**config.mk**
```make
export PLATFORM = sky130hd
export DESIGN_NAME = uart_encoder
export DESIGN_NICKNAME = d
export VERILOG_FILES = /design/src/rtl/uart_encoder.sv
export SDC_FILE = /design/constraint.sdc
export NUM_CORES = 1
export LEC_CHECK = 0
export BUFFER_PORTS_ARGS = -buffer_cell sky130_fd_sc_hd__buf_2
export CORE_ASPECT_RATIO = 0.7
export CORE_MARGIN = 2
export CORE_UTILIZATION = 47
export DETAILED_ROUTE_END_ITERATION = 8
export PLACE_DENSITY = 0.74
export SYNTH_ARGS = -nofsm -noshare
export SYNTH_HDL_FRONTEND = slang
export SYNTH_SLANG_ARGS = --single-unit
```
**constraint.sdc**
```tcl
create_clock -name wb_clk_i -period 3.01 [get_ports wb_clk_i]
set_input_delay 0 -clock wb_clk_i [delete_from_list [all_inputs] [get_ports wb_clk_i]]
set_output_delay 0 -clock wb_clk_i [all_outputs]
set_load 0.01 [all_outputs]
```
**src/rtl/uart_encoder.sv**
```systemverilog
// uart_encoder: FIFO-buffered 8N1/8N2 UART transmitter with registered serial output.
module uart_encoder #(
  parameter int CLK_DIVIDER = 87,
  parameter int STOP_BITS   = 1,
  parameter int FIFO_AW     = 2
) (
  input  logic               wb_clk_i,
  input  logic               wb_rst_i,
  input  logic [7:0]         data_i,
  input  logic               valid_i,
  output logic               ready_o,
  output logic               uart_tx_o,
  output logic               busy_o,
  output logic [FIFO_AW:0]   level_o
);
  localparam int CW    = $clog2(CLK_DIVIDER);
  localparam int DEPTH = 1 << FIFO_AW;
  typedef enum logic [1:0] {IDLE, START, DATA, STOP} state_t;
  state_t             state;
  logic [7:0]         mem [DEPTH];
  logic [FIFO_AW-1:0] wr_ptr, rd_ptr;
  logic [FIFO_AW:0]   level;
  logic [CW-1:0]      cnt;
  logic [2:0]         bit_cnt;
  logic [7:0]         shreg;
  logic               tx, push, pop, last, stop_done, has_data;
  assign has_data  = level != '0;
  assign ready_o   = level < (FIFO_AW+1)'(DEPTH);
  assign push      = valid_i & ready_o;
  assign last      = cnt == CW'(CLK_DIVIDER - 1);
  assign stop_done = state == STOP && last && bit_cnt == 3'(STOP_BITS - 1);
  assign pop       = has_data && (state == IDLE || stop_done);
  assign busy_o    = state != IDLE || has_data;
  assign level_o   = level;
  assign uart_tx_o = tx;
  always_ff @(posedge wb_clk_i)
    if (push && !wb_rst_i) mem[wr_ptr] <= data_i;
  always_ff @(posedge wb_clk_i) begin
    if (wb_rst_i) begin
      wr_ptr <= '0;
      rd_ptr <= '0;
      level  <= '0;
    end else begin
      wr_ptr <= wr_ptr + FIFO_AW'(push);
      rd_ptr <= rd_ptr + FIFO_AW'(pop);
      level  <= level + (FIFO_AW+1)'(push) - (FIFO_AW+1)'(pop);
    end
  end
  // tx is the line value of the state held during the previous cycle, so it lags state by one
  always_ff @(posedge wb_clk_i) begin
    if (wb_rst_i) begin
      state   <= IDLE;
      cnt     <= '0;
      bit_cnt <= '0;
      shreg   <= '0;
      tx      <= 1'b1;
    end else begin
      tx      <= state == START ? 1'b0 : state == DATA ? shreg[0] : 1'b1;
      cnt     <= (state == IDLE || last) ? '0 : cnt + 1'b1;
      bit_cnt <= ((state == DATA || state == STOP) && last) ? (stop_done ? 3'd0 : bit_cnt + 3'd1) : bit_cnt;
      shreg   <= pop ? mem[rd_ptr] : (state == DATA && last) ? shreg >> 1 : shreg;
      case (state)
        IDLE:  if (has_data) state <= START;
        START: if (last) state <= DATA;
        DATA:  if (last && bit_cnt == 3'd7) state <= STOP;
        STOP:  if (stop_done) state <= has_data ? START : IDLE;
        default: state <= IDLE;
      endcase
    end
  end
endmodule
```
Word-level counts from Yosys, hierarchy flattened. Memory sizes are Yosys's and may differ from the RTL's. A register that Yosys moved wholly into a read port is not among the register bits. Cells that the tools add are included.

Add/subtract/negate cells: 6. Muxes and demuxes: 14. Equality and inequality tests: 9. Bitwise operators: 1. Reduce and logical (&&, ||, !) cells: 19. Order comparisons: 1.

Operator list (number): two-way mux 8 bit (2); two-way mux 2 bit (5); case mux 2 bit (4 select lines) (1); adder 7 x 1 -> 7 bit (second input constant) (1); == test 7 bit (second input constant) (1); logical AND 1 bit (7); inequality test 2 bit (second input constant) (3); two-way mux 1 bit (5); adder 2 x 1 -> 2 bit (2); == test 2 bit (second input constant) (2); logical OR 1 bit (4); AND reduction 4 bit (1); nonzero test 2 bit (2); adder 3 x 1 -> 3 bit (1); adder 3 x 1 -> 3 bit (second input constant) (1); == test 3 bit (second input constant) (1); zero test 3 bit (1); less-than comparator 3 bit (second input constant) (1); two-way mux 3 bit (1); nonzero test 3 bit (1); subtractor 3 x 1 -> 3 bit (1); == test 2 x 1 -> 1 bit (second input constant) (1); zero test 2 bit (1); inequality test 2 x 1 -> 1 bit (second input constant) (1); other kinds (3) (3).

Memories: 1. Bits in registers: 28. Bits in writable memories: 32. Word-level logic and storage cells: 59. Output and inout port bits: 6.

Memory list: mem (words 4, bits a word 8, read ports 1, clocked after memory_dff 1, write ports 1, line 20) `logic [7:0] mem [DEPTH];`.

Depth between registers and ports, before layout.
Word-level depth: 7. Mapped depth: 12.

Worst setup path before layout. No wires, ideal clock.

Kind: register to register. Start point: reg cnt[0]. End point: reg level[2], in the netlist level_o[2]. Setup slack: 0.536 ns. Required time: 2.895 ns. Stages on the path, launching flop included: 13. Arrival time: 2.359 ns. Period minus slack after synthesis: 2.474 ns. Setup time: 0.115 ns. Cells stage by stage: dfxtp_1 -> inv_1 -> ha_1 -> and4b_1 -> a31oi_1 -> clkbuf_1 -> xnor2_1 -> ha_1 -> inv_1 -> fa_1 -> xnor2_1 -> xnor2_1 -> nor2_1.

Word-level cells in the longest chain between the ends: 6.

Ends and longest elaborated chain: start, declared (line 23) `logic [CW-1:0] cnt;`; start signal, assigned (line 59) `cnt <= (state == IDLE || last) ? '0 : cnt + 1'b1;`; == test 7 bit (line 30) `assign last = cnt == CW'(CLK_DIVIDER - 1);`; logical AND 1 bit (2 in a row) (line 31) `assign stop_done = state == STOP && last && bit_cnt == 3'(STOP_BITS - 1);`; logical OR 1 bit (line 32) `assign pop = has_data && (state == IDLE || stop_done);`; logical AND 1 bit (line 32); subtractor 3 x 1 -> 3 bit (line 46) `level <= level + (FIFO_AW+1)'(push) - (FIFO_AW+1)'(pop);`; end signal, assigned (line 46); end, declared (line 22) `logic [FIFO_AW:0] level;`.

Every way passes these cells. A chain may end at the register's enable or synchronous reset.

Final worst setup path. Same ends and word-level chain as after synthesis.

==> impl_metrics.ini <==
[run_status]
outcome = finished, final reports clean

[run]
drv_cap = 0

[critical_path]
r2r_setup_slack_ns = 0.57
critPathLaunchType = flip-flop
r2r_end = level_o[2]
endpoint_kind = flip-flop
rr_startpoint = cnt[0]
path_class = reg -> reg
reg2reg_depth = 11
crit_required_ns = 3.22
cp.arrival_ns = 2.64
critPathMaxFanout = 4

[finish]
area_growth_pct = 17.5
drive_above_1_share_pct = 20.8
final_cell_mix = edfxtp_1 (32), dfxtp_1 (28), nor2_1 (27)
final_core_util_pct = 57.8
finalNetCount = 250
layout_commonest_cell = edfxtp_1
n_antenna_cell = 0
nFillCells = 428

[sta]
worstMarginPinSlew_ns = 0.774
finClkSkew_ns = 0.00890
setup_slack_ns = 0.573
fin_tns_setup_ns = 0
max_freq_mhz = 410
setup_violations = 0
fin_crit_ns = 2.44
hold_viol_final = 0
finalMaxSlewViolations = 0
hold_ws_ns = 0.0894
rsz0062_at_grt = no
fin_crit_sh_pct = 81.0
slew-limit-headroom_pct = 48.2

[synth]
synth_cells = 195
syn_avg_cell_area_um2 = 13.3
syn_area_um2 = 2600
ys_async_sr_fraction_pct = 0
synth_edf_count = 32
yosysUniqueCellTypes = 45
ys_warn_count = 0
synth.net_count = 219
ys_ff_latch = 60
synth_flop_cell = edfxtp_1
seq_area_frac_synth_pct = 58.5

[global_route]
grt_pass1_vias = 1551
antenna_found_initial = 0
grt_pass1_wl_um = 7450
grt-ovfl-total = 0
grt_max_degree = 25
track_usage_pct = 16.2

[cts]
cts_sinks = 60
root_buffer = clkbuf_8
clk_path_buf_depth = 2
postCtsSetupRepairBufs = 0
hold_buffers = 8
cts_resized = 0
cts_made_buffers = 9
h-tree-depth = 3
cts_tree = built
clk_latency_ns = 0.33
clk_transition_reported_paths_ns = 0.07

[route]
vias_per_cell = 5.12
drt_iter0_drc = 137
drcViolationCount = 0
wire_per_inst_um = 14.2
drt-total-wl_um = 4320
num_vias = 1551
antenna_left = 0
dr.pass1.iters = 4

[pwr]
power_density_nw_per_um2 = 823
leakage_nw = 1.08
ir_drop_mv = 0.389

[placed_design]
port_buffers = 16
place.gp.congestion = 0.879
dpl.hpwl_um = 2890
preCtsSetupSlack_ns = 0.580

[floorplan]
die_x_um = 92.9
die_area_um2 = 6160
io_pins = 17
die_y_um = 66.3
rows = 22
start_util_pct = 49.2
core_um2 = 5290

[worst_hold_path]
min_path_type = in -> reg
worstHoldStart = wb_rst_i
holdPathEnd = level_o[1]
min_delay_path_depth = 2
-- synth_stat cells (2+ instances only) --
master | number | share of area (%)
mux2i_1 | 9 | 3.5
o31a_1 | 2 | 0.67
ha_1 | 12 | 5.8
edfxtp_1 | 32 | 37
xor2_1 | 2 | 0.67
and3_1 | 2 | 0.48
nand2b_1 | 2 | 0.48
a211oi_1 | 8 | 2.3
nor3_1 | 3 | 0.58
inv_1 | 9 | 1.3
nor2_1 | 27 | 3.9
dfxtp_1 | 28 | 22
mux4_2 | 8 | 6.9
nand2_1 | 4 | 0.58
xnor2_1 | 8 | 2.7
nand3_1 | 3 | 0.58
clkbuf_1 | 3 | 0.43
nor2b_1 | 5 | 1.2
a21oi_1 | 2 | 0.38
-- metal layers --
layer / global-route usage, % / share of wire (%) / routed length [um] / vias up
met2: 24.6 / 44 / 1900 / 28
met5: 0 / 0 / 0 / -
met3: 5.70 / 4.1 / 175 / 2
met4: 5.51 / 0.67 / 29 / 0
met1: 21.8 / 51 / 2210 / 741
li1: - / - / - / 780
-- how the worst max path moves through the flow --
stage / cells past startpoint / startpoint / to
global placement: 11 / cnt[0] / level_o[2]
global route: 11 / cnt[0] / level_o[2]
finish: 11 / cnt[0] / level_o[2]
CTS: 11 / cnt[0] / level_o[2]
floorplan: 12 / cnt[0] / level_o[2]
detailed placement: 11 / cnt[0] / level_o[2]
-- cells by family after synthesis --
logic type,share of synthesized area (%)
xor gates and xnor gates,3.37
muxes,10.4
and+or+nand+nor,12.0
adders and majority gates,6.54
AOI/OAI and AO/OA,6.64
DFF,58.5
buffers and inverters,2.64
-- stage by stage --
step	power [mW]	area, um^2	std cells
after detailed placement	1.73	2750	279
after floorplan	1.57	2600	195
after global placement	1.72	2750	279
final	2.52	3060	303
after CTS	2.54	3060	303
after global routing	2.68	3060	303
-- power by group --
group	switching, mW	leakage [nW]	internal (mW)	total (mW)
registers	0.116	0.520	0.990	1.11
logic	0.303	0.458	0.312	0.615
clock network	0.325	0.102	0.470	0.795
-- state kept, by name, summed over array words and instances, names as in the netlist --
signal and cells:
level_o 3, state 2, uart_tx_o 1, bit_cnt 3, wr_ptr 2, shreg 8
mem 32, cnt 7, rd_ptr 2
-- worst max-delay path, stage by stage, from the launching register on --
cell and delay (ns):
dfxtp_1 0.37, inv_1 0.06, ha_1 0.22, and4b_1 0.25, a31oi_1 0.32, xnor2_1 0.16
ha_1 0.16, inv_1 0.04, fa_1 0.37, xnor2_1 0.18, xnor2_1 0.14, nor2_1 0.05
-- final cells by class --
| type | instances | area (um^2) | share of cell area, % |
|---|---|---|---|
| Sequential cell | 60 | 1520 | 49.8 |
| Tap cell | 72 | 90.1 | 2.95 |
| Clock buffer | 9 | 124 | 4.05 |
| Inverter | 9 | 33.8 | 1.11 |
| Timing Repair Buffer | 26 | 175 | 5.73 |
| Multi-Input combinational cell | 120 | 1010 | 33.1 |
| Clock inverter | 7 | 100 | 3.27 |
(Power assumes the default switching activity.)
